File: config.mk
export PLATFORM = sky130hd
export DESIGN_NAME = bcd_to_bin_flat
export DESIGN_NICKNAME = d
export VERILOG_FILES = /design/src/rtl/bcd_pkg.sv /design/src/rtl/bcd_to_bin_if.sv /design/src/rtl/bcd_to_bin.sv /design/src/flat_wrapper.sv
export SDC_FILE = /design/constraint.sdc
export NUM_CORES = 1
export LEC_CHECK = 0
export CAP_MARGIN = 40
export CORE_MARGIN = 2
export CORE_UTILIZATION = 57
export DETAILED_ROUTE_END_ITERATION = 10
export GPL_TIMING_DRIVEN = 0
export PLACE_DENSITY = 0.81
export SLEW_MARGIN = 15
export SYNTH_ARGS = -nofsm -noshare
export SYNTH_HDL_FRONTEND = slang
export SYNTH_SLANG_ARGS = --single-unit
File: constraint.sdc
create_clock -name clk -period 3.4 [get_ports clk]
set_input_delay 0.68 -clock clk [delete_from_list [all_inputs] [get_ports clk]]
set_output_delay 0.68 -clock clk [all_outputs]
set_load 0.005 [all_outputs]
File: src/rtl/bcd_pkg.sv
// bcd_pkg: constants, state type and arithmetic helper shared by
// the BCD entry and display paths.
package bcd_pkg;

  localparam int BCD_NDIG = 8;
  localparam int BCD_W    = 28;

  // Blanking code: a malformed entry shows as a blank display.
  localparam logic [BCD_W-1:0] BCD_BLANK = 28'h7FFFFFF;

  typedef enum logic [1:0] {
    IDLE,
    CONV,
    DONE
  } bcd_state_t;

  function automatic logic [BCD_W-1:0] mul10(
    input logic [BCD_W-1:0] x
  );
    return (x << 3) + (x << 1);
  endfunction

endpackage

File: src/rtl/bcd_to_bin_if.sv
// bcd_to_bin_if: request/result bundle between the entry logic and
// the BCD-to-binary converter.
interface bcd_to_bin_if
  import bcd_pkg::*;
#(
  parameter int NDIG = BCD_NDIG,
  parameter int W    = BCD_W
);

  logic              start;
  logic [4*NDIG-1:0] bcd_in;
  logic [W-1:0]      result;
  logic              busy;
  logic              done;
  logic              error;

  modport master (
    output start,
    output bcd_in,
    input  result,
    input  busy,
    input  done,
    input  error
  );

  modport slave (
    input  start,
    input  bcd_in,
    output result,
    output busy,
    output done,
    output error
  );

endinterface

File: src/rtl/bcd_to_bin.sv
// bcd_to_bin: sequential packed-BCD to binary converter, one digit
// per clock, MSD first (acc = acc*10 + digit).
module bcd_to_bin
  import bcd_pkg::*;
#(
  parameter int NDIG = BCD_NDIG,
  parameter int W    = BCD_W
) (
  input logic         clk,
  input logic         rst_n,
  bcd_to_bin_if.slave bus
);

  localparam int CW = $clog2(NDIG);

  bcd_state_t state;
  bcd_state_t state_nxt;

  logic [4*NDIG-1:0] sreg;
  logic [W-1:0]      acc;
  logic [CW-1:0]     cnt;
  logic              err;
  logic [3:0]        dig;

  logic load;
  logic step;
  logic fin;

  logic [W-1:0] result;
  logic         busy;
  logic         done;
  logic         error;

  assign dig = sreg[4*NDIG-1 -: 4];

  assign bus.result = result;
  assign bus.busy   = busy;
  assign bus.done   = done;
  assign bus.error  = error;

  always_ff @(posedge clk or negedge rst_n) begin
    if (!rst_n) begin
      state <= IDLE;
    end else begin
      state <= state_nxt;
    end
  end

  always_comb begin
    state_nxt = state;
    unique case (state)
      IDLE: if (bus.start) state_nxt = CONV;
      CONV: if (cnt == '0) state_nxt = DONE;
      DONE: state_nxt = IDLE;
      default: state_nxt = IDLE;
    endcase
  end

  always_comb begin
    load = 1'b0;
    step = 1'b0;
    fin  = 1'b0;
    unique case (1'b1)
      state == IDLE: load = bus.start;
      state == CONV: step = 1'b1;
      state == DONE: fin  = 1'b1;
      default: ;
    endcase
  end

  // Result and error only move at the DONE edge; busy/done registered.
  always_ff @(posedge clk or negedge rst_n) begin
    if (!rst_n) begin
      sreg   <= '0;
      acc    <= '0;
      cnt    <= '0;
      err    <= 1'b0;
      result <= '0;
      busy   <= 1'b0;
      done   <= 1'b0;
      error  <= 1'b0;
    end else begin
      done <= fin;
      if (load) begin
        sreg <= bus.bcd_in;
        acc  <= '0;
        err  <= 1'b0;
        cnt  <= CW'(NDIG - 1);
        busy <= 1'b1;
      end
      if (step) begin
        acc  <= mul10(acc) + W'(dig);
        err  <= err | (dig > 4'd9);
        sreg <= sreg << 4;
        if (cnt != '0) cnt <= cnt - 1'b1;
      end
      if (fin) begin
        result <= err ? BCD_BLANK : acc;
        error  <= err;
        busy   <= 1'b0;
      end
    end
  end

endmodule
File: src/flat_wrapper.sv
// flat-port wrapper written by rule: the top's interface ports become plain ports
module bcd_to_bin_flat import bcd_pkg::*;
#(
  parameter int NDIG = BCD_NDIG,
  parameter int W    = BCD_W
)
  (clk, rst_n, bus_start, bus_bcd_in, bus_result, bus_busy, bus_done, bus_error);
  bcd_to_bin_if #(.NDIG(NDIG), .W(W)) bus_i ();
  input logic clk;
  input logic rst_n;
  input wire logic [$bits(bus_i.start)-1:0] bus_start;
  input wire logic [$bits(bus_i.bcd_in)-1:0] bus_bcd_in;
  output wire logic [$bits(bus_i.result)-1:0] bus_result;
  output wire logic [$bits(bus_i.busy)-1:0] bus_busy;
  output wire logic [$bits(bus_i.done)-1:0] bus_done;
  output wire logic [$bits(bus_i.error)-1:0] bus_error;
  assign bus_i.start = bus_start;
  assign bus_i.bcd_in = bus_bcd_in;
  assign bus_result = bus_i.result;
  assign bus_busy = bus_i.busy;
  assign bus_done = bus_i.done;
  assign bus_error = bus_i.error;
  bcd_to_bin #(.NDIG(NDIG), .W(W)) u_core (.clk(clk), .rst_n(rst_n), .bus(bus_i));
endmodule
# Yosys cells after proc, flatten, opt, wreduce, memory -nomap -nowiden
# Cells that the tools add are included.
dict set report classes {
  addsub 3
  magnitude_cmp 1
  eq_ne 4
  muxes 18
  bitwise_logic 1
  reduce_logical 6
}
# cell n
set op_table {}
lappend op_table {{28-bit 2-to-1 mux} 3}
lappend op_table {{32-bit 2-to-1 mux} 2}
lappend op_table {{28-bit adder} 1}
lappend op_table {{28-bit by 4-bit adder with 28-bit output} 1}
lappend op_table {{3-bit 2-to-1 mux} 3}
lappend op_table {{1-bit 2-to-1 mux} 7}
lappend op_table {{4-bit greater-than comparator, second input constant} 1}
lappend op_table {{2-bit 2-to-1 mux} 2}
lappend op_table {{2-bit one-hot mux with 2 select lines} 1}
lappend op_table {{2-bit nonzero test} 2}
lappend op_table {{3-bit logical NOT} 1}
lappend op_table {{3-bit nonzero test} 1}
lappend op_table {{3-bit by 1-bit subtractor with 3-bit output, second input constant} 1}
lappend op_table {{2-bit by 1-bit equality test with 1-bit output, second input constant} 1}
lappend op_table {{2-bit equality test, second input constant} 1}
lappend op_table {{2-bit logical NOT} 1}
lappend op_table {{2-bit by 1-bit inequality test with 1-bit output, second input constant} 1}
lappend op_table {{2-bit inequality test, second input constant} 1}
lappend op_table {{2-bit AND reduction} 1}
lappend op_table {{1-bit OR} 1}
dict set report word_totals {
  ff_bits 97
  input_bits 35
  output_inout_bits 31
  elab_cells 42
}

# Depth between registers and ports, before layout
# Gate-level depths: netlist (run 1).
dict set report depth {
  word_depth 5
  depth_mapped 10
  ltp_nobuf 10
}

# Worst setup path before layout (run 1)
# OpenSTA, ideal clock, no wires.
dict set report synth_path {
  path_kind {reg2reg}
  startpoint {register u_core.acc[0]}
  endpoint {register u_core.acc[22]}
  setup_time_ns 0.122
  arrival_ns 2.636
  t_required_ns 3.278
  slack_ns 0.643
  stages_incl_launch_ff 11
  path_buffers 0
  synth_period_minus_slack_ns 2.757
  cell_sequence {dfrtp_1 -> inv_1 -> fa_1 -> inv_1 -> fa_1 -> a211oi_1 -> o211ai_1 -> nand3_1 -> a21oi_1 -> or3_1 -> a32o_1}
}
dict set report synth_between {
  elab_chain_cells 3
}
# item line
set synth_lines {}
lappend synth_lines {{from (decl)} bcd_to_bin.sv:20} ;# logic [W-1:0] acc;
lappend synth_lines {{from (signal assigned)} bcd_to_bin.sv:92} ;# acc <= mul10(acc) + W'(dig);
lappend synth_lines {{28-bit adder} bcd_pkg.sv:20} ;# return (x << 3) + (x << 1);
lappend synth_lines {{28-bit by 4-bit adder with 28-bit output} bcd_to_bin.sv:92}
lappend synth_lines {{28-bit 2-to-1 mux} bcd_to_bin.sv:91} ;# if (step) begin
# Every way passes these cells.
# A chain may end at the register's enable or synchronous reset.

# Worst setup path in the final report (run 1)
# Ends and elaborated chain as after synthesis.

==> results of run 1 <==
-- through the flow --
stage	utilization	power (mW)	TNS [ps]	cells	hold slack, ps
floorplan	-	5.27	0	647	384
global placement	0.675	6.40	-181870	845	454
detailed placement	0.677	6.63	0	846	470
CTS	0.698	7.45	0	862	302
global route	0.698	8.18	0	862	325
finish	0.698	7.47	0	862	285
-- flip-flops by register name (all words and copies together), names as in the netlist --
signal             count
u_core.bus.busy        1
u_core.cnt             3
u_core.bus.result     28
u_core.sreg           32
u_core.acc            28
u_core.bus.error       1
u_core.state           2
u_core.err             1
u_core.bus.done        1
-- final timing paths --
| path | end | slack [ps] |
|---|---|---|
| setup / recovery | u_core.acc[22] | 220 |
| hold / removal | u_core.bus.result[14] | 280 |
| setup reg to reg | u_core.acc[22] | 220 |
| hold reg to reg | u_core.bus.result[11] | 480 |
| max in group asynchronous | u_core.sreg[11] | 2450 |
| min in group clk | u_core.bus.result[11] | 480 |
-- routing by layer --
layer  GRT usage  wire length, um  up-vias
li1            -                -     2465
met1       0.375             6350     2512
met2       0.434             6900      149
met3      0.0312              700       31
met4       0.108              322        0
met5           0                0        -
-- cell usage after synthesis (2+ instances only) --
master / n
sky130_fd_sc_hd__a221oi_1: 2
sky130_fd_sc_hd__and3_1: 3
sky130_fd_sc_hd__o21bai_1: 4
sky130_fd_sc_hd__buf_1: 4
sky130_fd_sc_hd__o21ai_0: 86
sky130_fd_sc_hd__nand3_1: 4
sky130_fd_sc_hd__ha_1: 52
sky130_fd_sc_hd__nand2_1: 76
sky130_fd_sc_hd__a22oi_1: 28
sky130_fd_sc_hd__mux2i_1: 3
sky130_fd_sc_hd__xor2_1: 5
sky130_fd_sc_hd__a21o_1: 8
sky130_fd_sc_hd__a22o_1: 9
sky130_fd_sc_hd__or4_1: 2
sky130_fd_sc_hd__nor3_1: 8
sky130_fd_sc_hd__a211oi_1: 4
sky130_fd_sc_hd__o221a_2: 2
sky130_fd_sc_hd__nand2b_1: 2
sky130_fd_sc_hd__a32o_1: 2
sky130_fd_sc_hd__inv_1: 14
sky130_fd_sc_hd__xnor2_1: 12
sky130_fd_sc_hd__nand4_1: 12
sky130_fd_sc_hd__a21oi_1: 58
sky130_fd_sc_hd__nor2_1: 47
sky130_fd_sc_hd__fa_1: 2
sky130_fd_sc_hd__buf_2: 5
sky130_fd_sc_hd__o311ai_0: 3
sky130_fd_sc_hd__or3_1: 2
sky130_fd_sc_hd__o21a_1: 2
sky130_fd_sc_hd__clkbuf_1: 36
sky130_fd_sc_hd__dfrtp_1: 97
sky130_fd_sc_hd__nor2b_1: 30
sky130_fd_sc_hd__o211ai_1: 4
sky130_fd_sc_hd__o2111ai_1: 2
-- cells by family (layout without fill, tap and decap cells) --
| logic type | count (synthesis) | in the layout | synth area share |
|---|---|---|---|
| AOI/OAI and AO/OA | 227 | 227 | 0.243 |
| xor gates and xnor gates | 17 | 17 | 0.0256 |
| adders and majority gates | 54 | 54 | 0.119 |
| buffers and inverters | 60 | 142 | 0.0401 |
| DFF | 97 | 97 | 0.418 |
| muxes | 3 | 3 | 0.00517 |
| and+or+nand+nor | 189 | 189 | 0.149 |
-- cell type report --
cell class	instances	area, um^2
flip-flops and latches	97	2430
well taps	133	166
plain buffers	46	180
fillers	820	2960
clock buffers	12	155
clock inverters	4	51.3
repair buffers	66	676
multi-input cells	490	3150
inverters	14	52.6
-- placed cells by master (no fill, tap or decap), types with 4 or more instances in the layout --
master	instances
sky130_fd_sc_hd__inv_1	14
sky130_fd_sc_hd__nor3_1	8
sky130_fd_sc_hd__xor2_1	5
sky130_fd_sc_hd__dfrtp_1	97
sky130_fd_sc_hd__clkdlybuf4s50_1	64
sky130_fd_sc_hd__a211oi_1	4
sky130_fd_sc_hd__clkbuf_8	11
sky130_fd_sc_hd__a21o_1	8
sky130_fd_sc_hd__o21bai_1	4
sky130_fd_sc_hd__xnor2_1	12
sky130_fd_sc_hd__buf_2	5
sky130_fd_sc_hd__nand3_1	4
sky130_fd_sc_hd__nand4_1	12
sky130_fd_sc_hd__a21oi_1	58
sky130_fd_sc_hd__nand2_1	76
sky130_fd_sc_hd__a22o_1	9
sky130_fd_sc_hd__nor2b_1	30
sky130_fd_sc_hd__ha_1	52
sky130_fd_sc_hd__a22oi_1	28
sky130_fd_sc_hd__buf_1	4
sky130_fd_sc_hd__nor2_1	47
sky130_fd_sc_hd__o21ai_0	86
sky130_fd_sc_hd__o211ai_1	4
sky130_fd_sc_hd__clkbuf_1	37
-- power groups by stage --
stage	clock network (mW)	logic (mW)	registers, mW
CTS	0.797	4.57	2.09
finish	0.782	4.60	2.09
detailed placement	0	4.52	2.11
global route	0.837	5.18	2.16
floorplan	0	3.28	1.99
global placement	0	4.32	2.08
==> flow_results.xml, run 1 <==
<?xml version="1.0" encoding="UTF-8"?>
<metrics>
  <group name="placement">
    <metric name="port-buffer-count" unit="">65</metric>
    <metric name="place_area" unit="um^2">6650</metric>
    <metric name="routabilityCongestion" unit="">0.948</metric>
    <metric name="dp_worst_setup_slack" unit="ps">296</metric>
    <metric name="place_hpwl" unit="um">10700</metric>
  </group>
  <group name="pwr">
    <metric name="pwr-share-clk" unit="">0.105</metric>
    <metric name="static_leakage" unit="nW">3.02</metric>
    <metric name="power_per_cell_area" unit="nW/um^2">1090</metric>
    <metric name="p_comb_frac" unit="">0.616</metric>
    <metric name="power.switching_fraction" unit="">0.466</metric>
    <metric name="power.net_switching" unit="mW">3.48</metric>
    <metric name="power_report.internal_total" unit="mW">3.99</metric>
    <metric name="share_seq_of_total_power" unit="">0.280</metric>
    <metric name="peakVddDrop" unit="V">0.000492</metric>
  </group>
  <group name="critical_path">
    <metric name="cp.required" unit="ps">3670</metric>
    <metric name="worst_case_reg_to_reg_path_depth" unit="">10</metric>
    <metric name="worst-path-buf-inv" unit="">2</metric>
    <metric name="timing.critical_path.from" unit="">u_core.acc[0]</metric>
    <metric name="critical-path-top-delay-family" unit="">adder cells</metric>
    <metric name="critical_path.cell_chain" unit="">inv_1 &gt; fa_1 &gt; inv_1 &gt; fa_1 &gt; a211oi_1 &gt; o211ai_1 &gt; nand3_1 &gt; a21oi_1 &gt; or3_1 &gt; a32o_1</metric>
    <metric name="worstSetupPathDepth" unit="">10</metric>
    <metric name="critical_path.startpoint_type" unit="">register</metric>
    <metric name="timing.critical_path.slowest_cell_delay" unit="ps">540</metric>
    <metric name="cp-end-kind" unit="">register</metric>
    <metric name="worst-endpoint-arrival" unit="ps">3440</metric>
    <metric name="criticalPathCategory" unit="">reg2reg</metric>
    <metric name="crit_slowest_cell" unit="">sky130_fd_sc_hd__fa_1</metric>
    <metric name="rr_startpoint" unit="">u_core.acc[0]</metric>
    <metric name="critical_path_peak_fanout" unit="">4</metric>
  </group>
  <group name="clocking">
    <metric name="cts_sinks" unit="">97</metric>
    <metric name="cts_setup_buffers" unit="">0</metric>
    <metric name="tritoncts" unit="">yes</metric>
    <metric name="htree_num_levels" unit="">3</metric>
    <metric name="tritoncts.num_buffers" unit="">9</metric>
    <metric name="cts_root_buf" unit="">sky130_fd_sc_hd__clkbuf_8</metric>
    <metric name="cts.reportedPaths.clkPinSlew" unit="ps">90</metric>
    <metric name="cts_resized" unit="">0</metric>
    <metric name="worstSkewPairLatency" unit="ps">370</metric>
    <metric name="cts_hold_buffers" unit="">0</metric>
    <metric name="max_buffers_root_to_sink" unit="">2</metric>
  </group>
  <group name="synthesis">
    <metric name="area_of_the_mapped_netlist" unit="um^2">5810</metric>
    <metric name="synthTopCellsByArea" unit="">sky130_fd_sc_hd__dfrtp_1 42%, sky130_fd_sc_hd__ha_1 11%, sky130_fd_sc_hd__o21ai_0 7.4%</metric>
    <metric name="yosys_warnings" unit="">0</metric>
    <metric name="synthDistinctLibCells" unit="">51</metric>
    <metric name="synthesis.instances" unit="">647</metric>
    <metric name="post_synthesis_sequential_area_ratio" unit="">0.418</metric>
    <metric name="number_of_synthesized_flops_with_an_enable_pin" unit="">0</metric>
    <metric name="portion_of_synthesized_cell_area_occupied_by_the_leading_cell_type" unit="">0.418</metric>
    <metric name="post_synthesis_net_count" unit="">736</metric>
    <metric name="yosys_register_bits" unit="">97</metric>
    <metric name="ys_dominant_reg_cell" unit="">sky130_fd_sc_hd__dfrtp_1</metric>
    <metric name="avgSynthCellArea" unit="um^2">8.97</metric>
    <metric name="yosysTopAreaCell" unit="">sky130_fd_sc_hd__dfrtp_1</metric>
    <metric name="ys_async_sr_fraction" unit="">1.00</metric>
  </group>
  <group name="worst_hold_path">
    <metric name="holdCritPathClass" unit="">in2async</metric>
  </group>
  <group name="sta">
    <metric name="report.final.slew_viol_count" unit="">0</metric>
    <metric name="final_min_period_over_clock_period" unit="">0.934</metric>
    <metric name="fmaxAchievable" unit="GHz">0.315</metric>
    <metric name="finalWorstSetupSlack" unit="ps">224</metric>
    <metric name="final-setup-viol-count" unit="">0</metric>
    <metric name="layout_min_cycle_time" unit="ps">3180</metric>
    <metric name="count_of_final_hold_check_violations" unit="">0</metric>
    <metric name="grt_setup_unrepaired" unit="">no</metric>
    <metric name="slew_headroom" unit="">0.579</metric>
    <metric name="clock_skew" unit="ps">12.1</metric>
    <metric name="tightestPinTransition" unit="ps">632</metric>
  </group>
  <group name="floorplan">
    <metric name="fp.coreArea" unit="um^2">9820</metric>
    <metric name="overall_die_height" unit="um">105</metric>
    <metric name="die_width" unit="um">105</metric>
    <metric name="initial_core_util" unit="">0.591</metric>
    <metric name="boundaryPins" unit="">66</metric>
    <metric name="fp-row-count" unit="">36</metric>
    <metric name="floorplan.die_area" unit="um^2">11000</metric>
  </group>
  <group name="cells_and_area">
    <metric name="area.growth.synth_to_final" unit="%">18.1</metric>
    <metric name="final_cell_area" unit="um^2">6860</metric>
    <metric name="diodes" unit="">0</metric>
    <metric name="final_layout_size_suffix_gt1_frac" unit="">0.0425</metric>
    <metric name="finalNetCount" unit="">813</metric>
  </group>
  <group name="global_route">
    <metric name="grt_pass1_wl" unit="um">24300</metric>
    <metric name="grt_antenna_before_repair" unit="">0</metric>
    <metric name="maximum_number_of_pins_on_one_net_before_global_route_repair" unit="">57</metric>
    <metric name="grt_usage" unit="">0.270</metric>
    <metric name="vias_in_the_first_global_route" unit="">5072</metric>
    <metric name="grt.overflow.total" unit="">0</metric>
  </group>
  <group name="routing">
    <metric name="detail_route.iter0.violations" unit="">261</metric>
    <metric name="via_per_inst" unit="">5.98</metric>
    <metric name="detailedRoute.firstPassIterationCount" unit="">4</metric>
    <metric name="vias" unit="">5157</metric>
    <metric name="drt-wirelength-per-cell" unit="um">16.5</metric>
    <metric name="routed_wirelength" unit="um">14300</metric>
    <metric name="drc_errors_left" unit="">0</metric>
    <metric name="final_ant_viol_nets" unit="">0</metric>
  </group>
  <group name="flow_run">
    <metric name="max-cap-violations" unit="">0</metric>
  </group>
  <group name="outcome">
    <metric name="run_status" unit="">finished clean</metric>
  </group>
</metrics>
Power figures use the tool's default switching activity.
==> run 2, diff against run 1 <==
==> constraint.sdc (replaced) <==
create_clock -name clk -period 3.4 [get_ports clk]
set_input_delay 0.68 -clock clk [delete_from_list [all_inputs] [get_ports clk]]
set_output_delay 0.68 -clock clk [all_outputs]
set_load 0.05 [all_outputs]
==> results of run 2 <==
The final DEF is identical to that of run 1. Status: finished clean.
Power of run 2 is not shown: default switching activity piles up to over one toggle a cycle in this logic, so the estimate is an artifact.
==> run 3, diff against run 2 <==
CTS_CLUSTER_DIAMETER = 30   (was default)
REMOVE_ABC_BUFFERS = 1   (was default)
==> run 3 against run 2 <==
Against the previous run:
- non-clock buffer count decreased by 37
- final cell count down 4.4%
- worst setup slack improved by 69 ps
- utilization increased by 0.23 points
- global-route usage down 0.48 points
- clock-buffer cell count decreased by 1
- hold slack got worse by 20 ps
- fmax increased by 2.2%
- critical path depth is the same
- register-to-register slack improved by 70 ps
- die area unchanged
- via count down 3.0%
==> flow_results.xml, run 3 (same netlist as run 1, synthesis figures left out) <==
<?xml version="1.0" encoding="UTF-8"?>
<metrics>
  <group name="outcome">
    <metric name="run_status" unit="">finished clean</metric>
  </group>
  <group name="clocking">
    <metric name="max_buffers_root_to_sink" unit="">2</metric>
    <metric name="tritoncts" unit="">yes</metric>
    <metric name="cts_hold_buffers" unit="">0</metric>
    <metric name="cts_sinks" unit="">97</metric>
    <metric name="htree_num_levels" unit="">3</metric>
    <metric name="cts_setup_buffers" unit="">0</metric>
    <metric name="tritoncts.num_buffers" unit="">9</metric>
    <metric name="cts_resized" unit="">0</metric>
    <metric name="cts_root_buf" unit="">sky130_fd_sc_hd__clkbuf_8</metric>
    <metric name="worstSkewPairLatency" unit="ps">380</metric>
    <metric name="cts.reportedPaths.clkPinSlew" unit="ps">90</metric>
  </group>
  <group name="floorplan">
    <metric name="floorplan.die_area" unit="um^2">11000</metric>
    <metric name="die_width" unit="um">105</metric>
    <metric name="initial_core_util" unit="">0.591</metric>
    <metric name="fp.coreArea" unit="um^2">9820</metric>
    <metric name="overall_die_height" unit="um">105</metric>
    <metric name="fp-row-count" unit="">36</metric>
    <metric name="boundaryPins" unit="">66</metric>
  </group>
  <group name="routing">
    <metric name="detail_route.iter0.violations" unit="">296</metric>
    <metric name="drc_errors_left" unit="">0</metric>
    <metric name="final_ant_viol_nets" unit="">0</metric>
    <metric name="drt-wirelength-per-cell" unit="um">16.9</metric>
    <metric name="detailedRoute.firstPassIterationCount" unit="">5</metric>
    <metric name="routed_wirelength" unit="um">13900</metric>
    <metric name="vias" unit="">5004</metric>
    <metric name="via_per_inst" unit="">6.07</metric>
  </group>
  <group name="critical_path">
    <metric name="timing.critical_path.from" unit="">u_core.acc[2]</metric>
    <metric name="critical_path_peak_fanout" unit="">4</metric>
    <metric name="cp.required" unit="ps">3660</metric>
    <metric name="critical_path.startpoint_type" unit="">register</metric>
    <metric name="worst-endpoint-arrival" unit="ps">3360</metric>
    <metric name="criticalPathCategory" unit="">reg2reg</metric>
    <metric name="rr_startpoint" unit="">u_core.acc[2]</metric>
    <metric name="cp-end-kind" unit="">register</metric>
  </group>
  <group name="sta">
    <metric name="slew_headroom" unit="">0.466</metric>
    <metric name="report.final.slew_viol_count" unit="">0</metric>
    <metric name="fmaxAchievable" unit="GHz">0.322</metric>
    <metric name="layout_min_cycle_time" unit="ps">3110</metric>
    <metric name="grt_setup_unrepaired" unit="">no</metric>
    <metric name="count_of_final_hold_check_violations" unit="">0</metric>
    <metric name="tightestPinTransition" unit="ps">799</metric>
    <metric name="final_min_period_over_clock_period" unit="">0.914</metric>
    <metric name="final-setup-viol-count" unit="">0</metric>
    <metric name="worst_hold_slack" unit="ps">264</metric>
    <metric name="clock_skew" unit="ps">10.8</metric>
  </group>
  <group name="cells_and_area">
    <metric name="diodes" unit="">0</metric>
    <metric name="max_flop_register" unit="">u_core.sreg</metric>
    <metric name="final_layout_size_suffix_gt1_frac" unit="">0.0535</metric>
    <metric name="largest_register_ffs" unit="">32</metric>
    <metric name="area.growth.synth_to_final" unit="%">18.4</metric>
    <metric name="layout.cells.most_common_list" unit="">97 x sky130_fd_sc_hd__dfrtp_1, 86 x sky130_fd_sc_hd__o21ai_0, 76 x sky130_fd_sc_hd__nand2_1</metric>
    <metric name="finalNetCount" unit="">776</metric>
    <metric name="final_cell_area" unit="um^2">6880</metric>
    <metric name="layout.cells.most_common" unit="">sky130_fd_sc_hd__dfrtp_1</metric>
    <metric name="largest_registers" unit="">u_core.sreg (32), u_core.acc (28), u_core.bus.result (28)</metric>
  </group>
  <group name="placement">
    <metric name="port-buffer-count" unit="">65</metric>
    <metric name="routabilityCongestion" unit="">0.888</metric>
    <metric name="place_hpwl" unit="um">10200</metric>
    <metric name="place_area" unit="um^2">6660</metric>
  </group>
  <group name="worst_hold_path">
    <metric name="holdCritPathClass" unit="">in2async</metric>
  </group>
  <group name="flow_run">
    <metric name="max-cap-violations" unit="">0</metric>
  </group>
  <group name="global_route">
    <metric name="grt_usage" unit="">0.266</metric>
    <metric name="grt_antenna_before_repair" unit="">0</metric>
    <metric name="maximum_number_of_pins_on_one_net_before_global_route_repair" unit="">63</metric>
    <metric name="vias_in_the_first_global_route" unit="">4943</metric>
    <metric name="grt.overflow.total" unit="">0</metric>
    <metric name="grt_pass1_wl" unit="um">23700</metric>
  </group>
</metrics>
[run 3: cell types whose count changed in the layout (fill, tap and decap cells not counted), sizes merged]
| cell | previous run | this run |
|---|---|---|
| clkbuf | 49 | 11 |
| clkinvlp | 1 | 0 |
| bufinv | 1 | 2 |
[run 3: area by class of cell]
type / count / area (um^2)
Fill cell: 797 / 2940
Sequential cell: 97 / 2430
Tap cell: 133 / 166
Inverter: 14 / 52.6
Multi-Input combinational cell: 490 / 3170
Clock buffer: 11 / 141
Clock inverter: 4 / 77.6
Timing Repair Buffer: 75 / 842
[run 3: path summary, 6_finish.rpt]
kind                                         end  slack (ps)  cells past startpoint
min in group clk           u_core.bus.result[16]         480                      2
setup / recovery                  u_core.acc[22]         290                     10
hold / removal             u_core.bus.result[14]         260                      1
hold reg to reg            u_core.bus.result[16]         480                      2
max in group asynchronous          u_core.cnt[2]        2480                      2
setup reg to reg                  u_core.acc[22]         290                     10
[run 3: metal layers]
layer,track usage,vias up,part of all wire
met4,0.124,0,0.026
met1,0.355,2440,0.44
met2,0.435,135,0.49
li1,-,2400,-
met3,0.0287,29,0.041
met5,0,-,0
[run 3: per-stage QoR]
stage / util / setup WS (ps) / std cells / setup TNS [ps]
floorplan: - / 547 / 601 / 0
global placement: 0.656 / -1870 / 799 / -229390
detailed placement: 0.678 / 75.4 / 809 / 0
CTS: 0.700 / 311 / 824 / 0
global route: 0.700 / 89.2 / 824 / 0
finish: 0.700 / 293 / 824 / 0
[run 3: critical path, stage by stage (launching register included)]
cell and delay [ps]:
sky130_fd_sc_hd__dfrtp_1 440, sky130_fd_sc_hd__inv_1 80, sky130_fd_sc_hd__fa_1 500, sky130_fd_sc_hd__inv_1 70
sky130_fd_sc_hd__fa_1 490, sky130_fd_sc_hd__a211oi_1 350, sky130_fd_sc_hd__o211ai_1 160, sky130_fd_sc_hd__nand3_1 210
sky130_fd_sc_hd__a21oi_1 120, sky130_fd_sc_hd__or3_1 310, sky130_fd_sc_hd__a32o_1 250
Power of run 3 is left out for the same reason.
